**config.mk**
```make
export PLATFORM = sky130hd
export DESIGN_NAME = keypad_scanner
export DESIGN_NICKNAME = d
export VERILOG_FILES = /design/src/rtl/keypad_scanner.sv
export SDC_FILE = /design/constraint.sdc
export NUM_CORES = 1
export LEC_CHECK = 0
export ABC_AREA = 0
export CAP_MARGIN = 15
export CORE_MARGIN = 2
export CORE_UTILIZATION = 56
export DETAILED_ROUTE_END_ITERATION = 10
export MAX_ROUTING_LAYER = met4
export PLACE_DENSITY = 0.81
export SLEW_MARGIN = 5
export SYNTH_ARGS = -nofsm -noshare
export SYNTH_HDL_FRONTEND = slang
export SYNTH_SLANG_ARGS = --single-unit
```
**constraint.sdc**
```tcl
create_clock -name clk -period 5.5 [get_ports clk]
set_input_delay 1.375 -clock clk [delete_from_list [all_inputs] [get_ports clk]]
set_output_delay 1.375 -clock clk [all_outputs]
set_load 0.1 [all_outputs]
```
**src/rtl/keypad_scanner.sv**
```systemverilog
// ---------------------------------------------------------------------------
// keypad_scanner
//
// Scans an NROWS x NCOLS matrix keypad one row at a time, debounces the first
// key found, and reports it as an encoded key number. Only one key is tracked
// at a time (single-key rollover): while a key is held, every other key is
// ignored until that key's release has debounced.
//
// Ports:
//   clk        in   clock
//   reset      in   synchronous reset, active low
//   cols_n     in   [NCOLS]  raw column inputs, low = key closed in driven row
//   rows_n     out  [NROWS]  row drives, exactly one bit low at all times
//   key_code   out  [$clog2(NROWS*NCOLS)]  row*NCOLS + col of last accepted key
//   key_valid  out  one-cycle strobe when a key is accepted
//   key_held   out  high from accept until the release has debounced
//
// Optional feature (define KEYPAD_AUTOREPEAT_EN):
//   While a key stays held, key_valid re-pulses with the same key_code
//   REPEAT_DELAY clocks after the accept strobe and then every REPEAT_PERIOD
//   clocks. The repeat count pauses while a release is being debounced and
//   clears when the scanner goes back to scanning.
// ---------------------------------------------------------------------------
module keypad_scanner #(
  parameter int NROWS           = 4,
  parameter int NCOLS           = 4,
  parameter int SETTLE_CYCLES   = 4,
  parameter int DEBOUNCE_CYCLES = 8,
  parameter int REPEAT_DELAY    = 64,
  parameter int REPEAT_PERIOD   = 16
) (
  input  logic                             clk,
  input  logic                             reset,
  input  logic [NCOLS-1:0]                 cols_n,
  output logic [NROWS-1:0]                 rows_n,
  output logic [$clog2(NROWS*NCOLS)-1:0]   key_code,
  output logic                             key_valid,
  output logic                             key_held
);

  localparam int ROW_W    = $clog2(NROWS);
  localparam int COL_W    = $clog2(NCOLS);
  localparam int CODE_W   = $clog2(NROWS*NCOLS);
  localparam int SETTLE_W = $clog2(SETTLE_CYCLES + 1);
  localparam int DEB_W    = $clog2(DEBOUNCE_CYCLES + 1);
  localparam int REP_MAX  = (REPEAT_DELAY > REPEAT_PERIOD) ? REPEAT_DELAY : REPEAT_PERIOD;
  localparam int REP_W    = $clog2(REP_MAX + 1);

  localparam logic [ROW_W-1:0]    ROW_LAST        = ROW_W'(NROWS - 1);
  localparam logic [SETTLE_W-1:0] SETTLE_LAST     = SETTLE_W'(SETTLE_CYCLES - 1);
  localparam logic [DEB_W-1:0]    DEB_LAST        = DEB_W'(DEBOUNCE_CYCLES - 1);
  localparam logic [DEB_W-1:0]    DEB_MAX         = DEB_W'(DEBOUNCE_CYCLES);
  localparam logic [REP_W-1:0]    REP_DELAY_LAST  = REP_W'(REPEAT_DELAY - 1);
  localparam logic [REP_W-1:0]    REP_PERIOD_LAST = REP_W'(REPEAT_PERIOD - 1);
  localparam logic [REP_W-1:0]    REP_SAT         = REP_W'(REP_MAX);
  localparam logic [CODE_W-1:0]   NCOLS_CODE      = CODE_W'(NCOLS);

`ifdef KEYPAD_AUTOREPEAT_EN
  localparam bit AUTOREPEAT = 1'b1;
`else
  localparam bit AUTOREPEAT = 1'b0;
`endif

  typedef enum logic [1:0] {
    SCAN,
    DEBOUNCE,
    HELD,
    RELEASE
  } state_t;

  state_t              state;
  logic [NCOLS-1:0]    cols_meta;
  logic [NCOLS-1:0]    cols_sync;
  logic [ROW_W-1:0]    row_idx;
  logic [COL_W-1:0]    col_idx;
  logic [SETTLE_W-1:0] settle_cnt;
  logic [DEB_W-1:0]    deb_cnt;
  logic [REP_W-1:0]    rep_cnt;
  logic                rep_armed;

  logic                any_active;
  logic [COL_W-1:0]    low_col;
  logic                col_active;
  logic [ROW_W-1:0]    next_row;
  logic [CODE_W-1:0]   accept_code;

  // One-hot-low row drive pattern for a given row index.
  function automatic logic [NROWS-1:0] row_drive(input logic [ROW_W-1:0] r);
    logic [NROWS-1:0] drive;
    drive    = '1;
    drive[r] = 1'b0;
    return drive;
  endfunction

  // Column inputs are asynchronous to clk; the idle level (all ones) is what
  // the pull-ups present when nothing is pressed.
  always_ff @(posedge clk) begin
    if (!reset) begin
      cols_meta <= '1;
      cols_sync <= '1;
    end else begin
      cols_meta <= cols_n;
      cols_sync <= cols_meta;
    end
  end

  // Scanning from the top index down leaves the lowest active column last,
  // which gives the lowest-column-wins priority.
  always_comb begin
    any_active = 1'b0;
    low_col    = '0;
    for (int i = NCOLS - 1; i >= 0; i--) begin
      if (!cols_sync[i]) begin
        any_active = 1'b1;
        low_col    = COL_W'(i);
      end
    end
  end

  assign col_active  = ~cols_sync[col_idx];
  assign next_row    = (row_idx == ROW_LAST) ? '0 : row_idx + 1'b1;
  assign accept_code = CODE_W'(row_idx) * NCOLS_CODE + CODE_W'(col_idx);

  // Main scanner FSM. rows_n is registered alongside row_idx so the row drive
  // never glitches; every exit back to SCAN moves on to the following row so
  // a stuck or just-released key cannot monopolise the scan.
  always_ff @(posedge clk) begin
    if (!reset) begin
      state      <= SCAN;
      row_idx    <= '0;
      col_idx    <= '0;
      settle_cnt <= '0;
      deb_cnt    <= '0;
      rep_cnt    <= '0;
      rep_armed  <= 1'b0;
      rows_n     <= row_drive('0);
      key_code   <= '0;
      key_valid  <= 1'b0;
      key_held   <= 1'b0;
    end else begin
      key_valid <= 1'b0;
      case (state)
        SCAN: begin
          if (settle_cnt >= SETTLE_LAST) begin
            settle_cnt <= '0;
            if (any_active) begin
              col_idx <= low_col;
              deb_cnt <= '0;
              state   <= DEBOUNCE;
            end else begin
              row_idx <= next_row;
              rows_n  <= row_drive(next_row);
            end
          end else begin
            settle_cnt <= settle_cnt + 1'b1;
          end
        end

        DEBOUNCE: begin
          if (!col_active) begin
            state      <= SCAN;
            row_idx    <= next_row;
            rows_n     <= row_drive(next_row);
            settle_cnt <= '0;
            deb_cnt    <= '0;
          end else if (deb_cnt >= DEB_LAST) begin
            // This sample is the DEBOUNCE_CYCLES-th consecutive active one.
            deb_cnt   <= DEB_MAX;
            key_code  <= accept_code;
            key_valid <= 1'b1;
            key_held  <= 1'b1;
            rep_cnt   <= '0;
            rep_armed <= 1'b0;
            state     <= HELD;
          end else begin
            deb_cnt <= deb_cnt + 1'b1;
          end
        end

        HELD: begin
          if (!col_active) begin
            deb_cnt <= '0;
            state   <= RELEASE;
          end else if (AUTOREPEAT) begin
            // rep_armed marks that the first (long) delay has elapsed.
            if ((!rep_armed && rep_cnt >= REP_DELAY_LAST) ||
                ( rep_armed && rep_cnt >= REP_PERIOD_LAST)) begin
              key_valid <= 1'b1;
              rep_cnt   <= '0;
              rep_armed <= 1'b1;
            end else if (rep_cnt != REP_SAT) begin
              rep_cnt <= rep_cnt + 1'b1;
            end
          end
        end

        RELEASE: begin
          if (col_active) begin
            state <= HELD;
          end else if (deb_cnt >= DEB_LAST) begin
            key_held   <= 1'b0;
            rep_cnt    <= '0;
            rep_armed  <= 1'b0;
            deb_cnt    <= '0;
            settle_cnt <= '0;
            row_idx    <= next_row;
            rows_n     <= row_drive(next_row);
            state      <= SCAN;
          end else begin
            deb_cnt <= deb_cnt + 1'b1;
          end
        end

        default: begin
          state      <= SCAN;
          row_idx    <= '0;
          rows_n     <= row_drive('0);
          settle_cnt <= '0;
          deb_cnt    <= '0;
        end
      endcase
    end
  end

endmodule

```
==> results of run 1 <==
==> logic make-up (layout without fill, tap and decap cells) <==
logic type,count (synthesis),count (layout),share of synthesized area (%)
simple gates,54,54,21.2
buf+inv,12,27,3.84
fa+ha+maj,7,7,6.25
flops,31,31,44.3
mux,12,12,9.73
compound gates,31,31,14.6
==> cell usage after synthesis, drive strengths merged, types with 3 or more instances <==
cell type,n,share of area (%)
mux2,3,2.4
a211oi,4,2.1
nand2,12,3.2
dfxtp,31,44
nor3,4,1.4
a21boi,3,1.6
ha,7,6.2
o21ai,8,2.9
nand2b,14,6.2
a21oi,7,2.5
nand3,5,1.8
inv,6,1.6
clkbuf,4,1.1
nor2,8,2.1
mux2i,8,5.7
a31oi,3,1.8
==> flip-flops by register name, indices dropped and copies added (netlist names), named ones only <==
register,flops
key_code,4
deb_cnt,4
state,1
row_idx,2
key_held,1
col_idx,2
settle_cnt,3
cols_sync,4
cols_meta,4
rows_n,4
key_valid,1
==> metal layers <==
metal	vias to the layer above	routed length [um]
li1	552	-
met1	518	1130
met2	26	1320
met3	3	104
met4	0	32
met5	-	0
==> metrics by stage <==
step | util, % | setup slack, ps | instance area [um^2] | instances | hold WS, ps
after floorplan | - | 3190 | 1400 | 147 | 386
after global placement | 64.0 | 2180 | 1560 | 186 | 391
after detailed placement | 64.0 | 2090 | 1560 | 186 | 396
after CTS | 65.7 | 2290 | 1600 | 192 | 415
after global routing | 65.7 | 2220 | 1600 | 192 | 427
final | 65.7 | 2290 | 1600 | 192 | 411
==> final cells by class <==
cell class | count | share of cell area (%)
well taps | 30 | 2.35
repair buffers | 15 | 9.39
inverters | 6 | 1.41
clock buffers | 6 | 2.58
flip-flops and latches | 31 | 38.8
multi-input cells | 104 | 45.5
==> power by group <==
part | internal, mW | leakage [nW] | switching [mW] | total, mW
clock network | 0.0453 | 0.0242 | 0.0713 | 0.117
registers | 0.251 | 0.253 | 0.0255 | 0.277
logic | 0.0670 | 0.341 | 0.119 | 0.186
total | 0.364 | 0.619 | 0.216 | 0.580
==> final timing paths <==
check                                              start                       to  slack [ps]  cells past startpoint
worst max-delay path            key_code[2]$_SDFFE_PN0P_              key_code[2]        2290                      1
worst min-delay path             cols_meta[2]$_SDFF_PN1_  cols_sync[2]$_SDFF_PN1_         410                      1
worst max register to register   col_idx[0]$_SDFFE_PN0P_   rows_n[2]$_SDFFE_PN1P_        3370                      4
worst min register to register   cols_meta[2]$_SDFF_PN1_  cols_sync[2]$_SDFF_PN1_         410                      1
==> flow_summary.yaml, run 1 <==
synthesis:
  yosysUniqueCellTypes: 33
  ys_seq_elements: 31
  synthFlopType: "dfxtp_1"
  yosys_warnings: 0
  synthesis.nets: 160
  synth_edf_count: 0
  seq_area_frac_synth_pct: 44.3
  synthCells: 147
  synth_area_um2: 1400
  async_reset_ff_share_pct: 0
  syn_avg_cell_area_um2: 9.53
die:
  design.die.area_um2: 2920
  io_pins: 16
  die_h_um: 54.0
  rows: 18
  die_x_um: 54.0
  start_util_pct: 57.6
  coreArea_um2: 2430
global_route:
  use_met2_pct: 37.6
  grtUsageMet1_pct: 25.0
  grt_remaining_overflow: 0
  grt_pass1_vias: 1030
  grt_start_max_net_pins: 25
  track_usage_pct: 22.6
  grt_pass1_wl_um: 4470
  use_met3_pct: 5.83
  antenna_found_initial: 0
  busiest_layer: "met2"
critical_path:
  critPathRequiredTime_ps: 4120
  path_cells: "clkdlybuf4s50_1"
  slowest_stage: "clkdlybuf4s50_1"
  path_class: "reg -> out"
  cp_data_arrival_time_ps: 1830
  max_stage_delay_ps: 1150
  worstSetupStartpointType: "flip-flop"
  crit_family: "buffers and inverters"
  cp_num_buf_inv: 1
  crit_path_max_fanout: 2
  end_kind: "primary output"
cts:
  hold_buffers: 0
  clk_pin_slew_worst_paths_ps: 80
  cts_resized: 0
  cts-root-buf: "clkbuf_4"
  tritoncts: "yes"
  htree_levels: 2
  cts_buffers: 5
  clk-insertion-delay-late_ps: 330
  cts_buffer_depth: 2
  cts_setup_buffers: 0
  clkSinkCount: 31
detailed_routing:
  dr.pass1.iters: 4
  vias: 1099
  ant_nets: 0
  drc_errors: 0
  wirelength_um: 2600
  drt_iter0_drc: 33
  wire_per_inst_um: 13.5
  vias_per_cell: 5.72
outcome:
  status: "finished clean"
timing:
  worstMarginPinSlew_ps: 975
  clock_skew_ps: 9.58
  drv_slew: 0
  rsz0062_at_grt: "no"
  hold_viol_final: 0
  setup_tns_ps: 0
  slew_headroom_pct: 34.8
  finalSetupViolations: 0
  period_needed_ps: 3210
  timing.final.crit_share_pct: 58.3
  max_freq_ghz: 0.312
power_and_ir_drop:
  power_mw: 0.580
  ir_worst_vdd_uv: 425
  p_leak_nw: 0.619
  p_per_area_nw_per_um2: 363
final_layout:
  area_growth_pct: 14.1
  final_cell_mix: "31 x dfxtp_1, 15 x clkdlybuf4s50_1, 14 x nand2b_1"
  fill_cells: 218
  fin_nets: 176
  antennaDiodeCount: 0
  layout_commonest_cell: "dfxtp_1"
  layout-drive-gt1-share_pct: 8.02
  multi_input_area_um2: 727
  regArea_um2: 621
hold_path:
  hp-class: "reg -> reg"
run:
  cap_violations: 0
placement:
  dp_hpwl_um: 1910
  portBuffers: 15
  gp_congestion: 0.779
No activity file was read; power rests on OpenSTA's default activity.
==> inputs of run 2 (changes only) <==
Settings changed: CORE_UTILIZATION 56 to 54, PLACE_DENSITY 0.81 to 0.78.
Clock period 5.5 ns to 2.95 ns, I/O delays scaled along.
==> run 2 against run 1 <==
Net effect:
- first-iteration DRC count fell by 55%
- power grew 110%
- sequential power up 85%
- register-to-register slack worse by 2500 ps
- hold slack better by 4.3 ps
- critical path type is now reg -> reg
- non-clock buffer count up 1
- count of clock-buffer cells in the layout unchanged
- die area increased by 3.4%
- wire length shrank 0.66%
==> flow_summary.yaml, run 2 (synthesis results as in run 1) <==
timing:
  worstMarginPinSlew_ps: 603
  slew_headroom_pct: 59.7
  max_freq_ghz: 0.478
  clock_skew_ps: 5.69
  finalSetupViolations: 0
  timing.final.crit_share_pct: 70.9
  period_needed_ps: 2090
  setup_tns_ps: 0
  hold_viol_final: 0
  whs_ps: 415
  rsz0062_at_grt: "no"
  drv_slew: 0
power_and_ir_drop:
  switchingPower_mw: 0.412
  seq_power_share_pct: 42.7
  pwr-share-comb_pct: 28.8
  ir_worst_vdd_uv: 459
  swShare_pct: 34.2
  p_per_area_nw_per_um2: 740
  pwr-share-clk_pct: 28.5
  power_mw: 1.20
  intPower_mw: 0.791
  p_leak_nw: 0.661
final_layout:
  layout-drive-gt1-share_pct: 16.4
  fin_nets: 177
  fin_cells: 195
  final_cell_mix: "31 x dfxtp_1, 14 x nand2b_1, 12 x nand2_1"
  final_area_um2: 1630
  layout_commonest_cell: "dfxtp_1"
  antennaDiodeCount: 0
  area_growth_pct: 16.1
critical_path:
  worstRegToRegCells: 4
  path_cells: "mux4_2, o211a_1, a31oi_2, mux2_2"
  max_stage_delay_ps: 640
  end_kind: "flip-flop"
  reg2reg_from: "col_idx[0]$_SDFFE_PN0P_"
  critPathRequiredTime_ps: 3180
  slowest_stage: "mux4_2"
  crit_path_max_fanout: 11
  worstSetupStartpointType: "flip-flop"
  reg2reg_setup_slack_ps: 860
  rr_endpoint: "rows_n[3]$_SDFFE_PN1P_"
  cp_data_arrival_time_ps: 2320
  path_class: "reg -> reg"
global_route:
  track_usage_pct: 21.5
  grt_remaining_overflow: 0
  grt_start_max_net_pins: 24
  grt_pass1_wl_um: 4440
  grt_pass1_vias: 1022
  antenna_found_initial: 0
placement:
  dp_hpwl_um: 1880
  portBuffers: 15
  dp.cells: 187
  dpl_cell_area_um2: 1540
  gp_congestion: 0.875
hold_path:
  hp-start: "cols_meta[0]$_SDFF_PN1_"
  whs_path_depth: 1
  worstHoldEndpoint: "cols_sync[0]$_SDFF_PN1_"
  hp-class: "reg -> reg"
cts:
  cts_buffer_depth: 2
  hold_buffers: 0
  clk-insertion-delay-late_ps: 330
  cts_resized: 0
  clkSinkCount: 31
  cts-root-buf: "clkbuf_4"
  htree_levels: 2
  cts_setup_buffers: 0
  cts_buffers: 5
  tritoncts: "yes"
  clk_pin_slew_worst_paths_ps: 100
die:
  design.die.area_um2: 3020
  start_util_pct: 56.6
  die_x_um: 54.9
  io_pins: 16
  coreArea_um2: 2480
  rows: 18
  die_h_um: 54.9
detailed_routing:
  vias_per_cell: 5.54
  wirelength_um: 2580
  dr.pass1.iters: 4
  drc_errors: 0
  vias: 1081
  ant_nets: 0
  wire_per_inst_um: 13.2
  drt_iter0_drc: 15
outcome:
  status: "finished clean"
run:
  cap_violations: 0
## run 2: cell types whose count changed in the layout (fill, tap and decap cells not counted), sizes merged
cell           previous run  this run
clkinv                    0         1
bufinv                    0         1
buf                       0        11
clkdlybuf4s50            15         5
## run 2: how the worst max path moves through the flow
stage,start,endpoint,slack (ps),depth (start not counted)
3_5_place_dp,col_idx[0]$_SDFFE_PN0P_,rows_n[1]$_SDFFE_PN1P_,850,4
6_report,col_idx[0]$_SDFFE_PN0P_,rows_n[3]$_SDFFE_PN1P_,860,4
4_1_cts,col_idx[0]$_SDFFE_PN0P_,rows_n[3]$_SDFFE_PN1P_,840,4
5_1_grt,settle_cnt[0]$_SDFFE_PN0P_,deb_cnt[0]$_SDFFE_PN0P_,740,6
3_3_place_gp,col_idx[0]$_SDFFE_PN0P_,rows_n[1]$_SDFFE_PN1P_,920,4
2_1_floorplan,settle_cnt[0]$_SDFFE_PN0P_,rows_n[1]$_SDFFE_PN1P_,1080,5
## run 2: worst max-delay path, delay by kind of cell, from the launching register on
kind               cells  cell delay, ps
DFF                    1             380
muxes                  2            1030
AOI/OAI and AO/OA      2             570
## run 2: through the flow
| step | worst slack (ps) | utilization, % |
|---|---|---|
| 2_1_floorplan | 1080 | - |
| 3_3_place_gp | 917 | 62.2 |
| 3_5_place_dp | 851 | 62.2 |
| 4_1_cts | 840 | 65.7 |
| 5_1_grt | 737 | 65.7 |
| 6_report | 857 | 65.7 |
## run 2: per-layer routing
metal | GRT usage, % | wire, um | share of wire (%) | up-vias
met5 | - | 0 | 0 | -
met4 | 7.32 | 46 | 1.8 | 0
met3 | 6.45 | 94 | 3.6 | 6
met2 | 35.1 | 1300 | 50 | 16
met1 | 25.3 | 1140 | 44 | 508
li1 | - | - | - | 551
## run 2: final cells by class
cell class / instances / area [um^2]
repair buffers: 16 / 133
well taps: 30 / 37.5
inverters: 6 / 22.5
clock inverters: 2 / 35.0
fillers: 214 / 851
multi-input cells: 104 / 727
flip-flops and latches: 31 / 621
clock buffers: 6 / 51.3
## run 2: power by group through the flow
stage	Combinational, mW	Clock [mW]	Sequential, mW
final	0.346	0.344	0.513
after global routing	0.378	0.371	0.524
after CTS	0.348	0.352	0.513
after detailed placement	0.345	0	0.523
after global placement	0.330	0	0.520
after floorplan	0.184	0	0.607
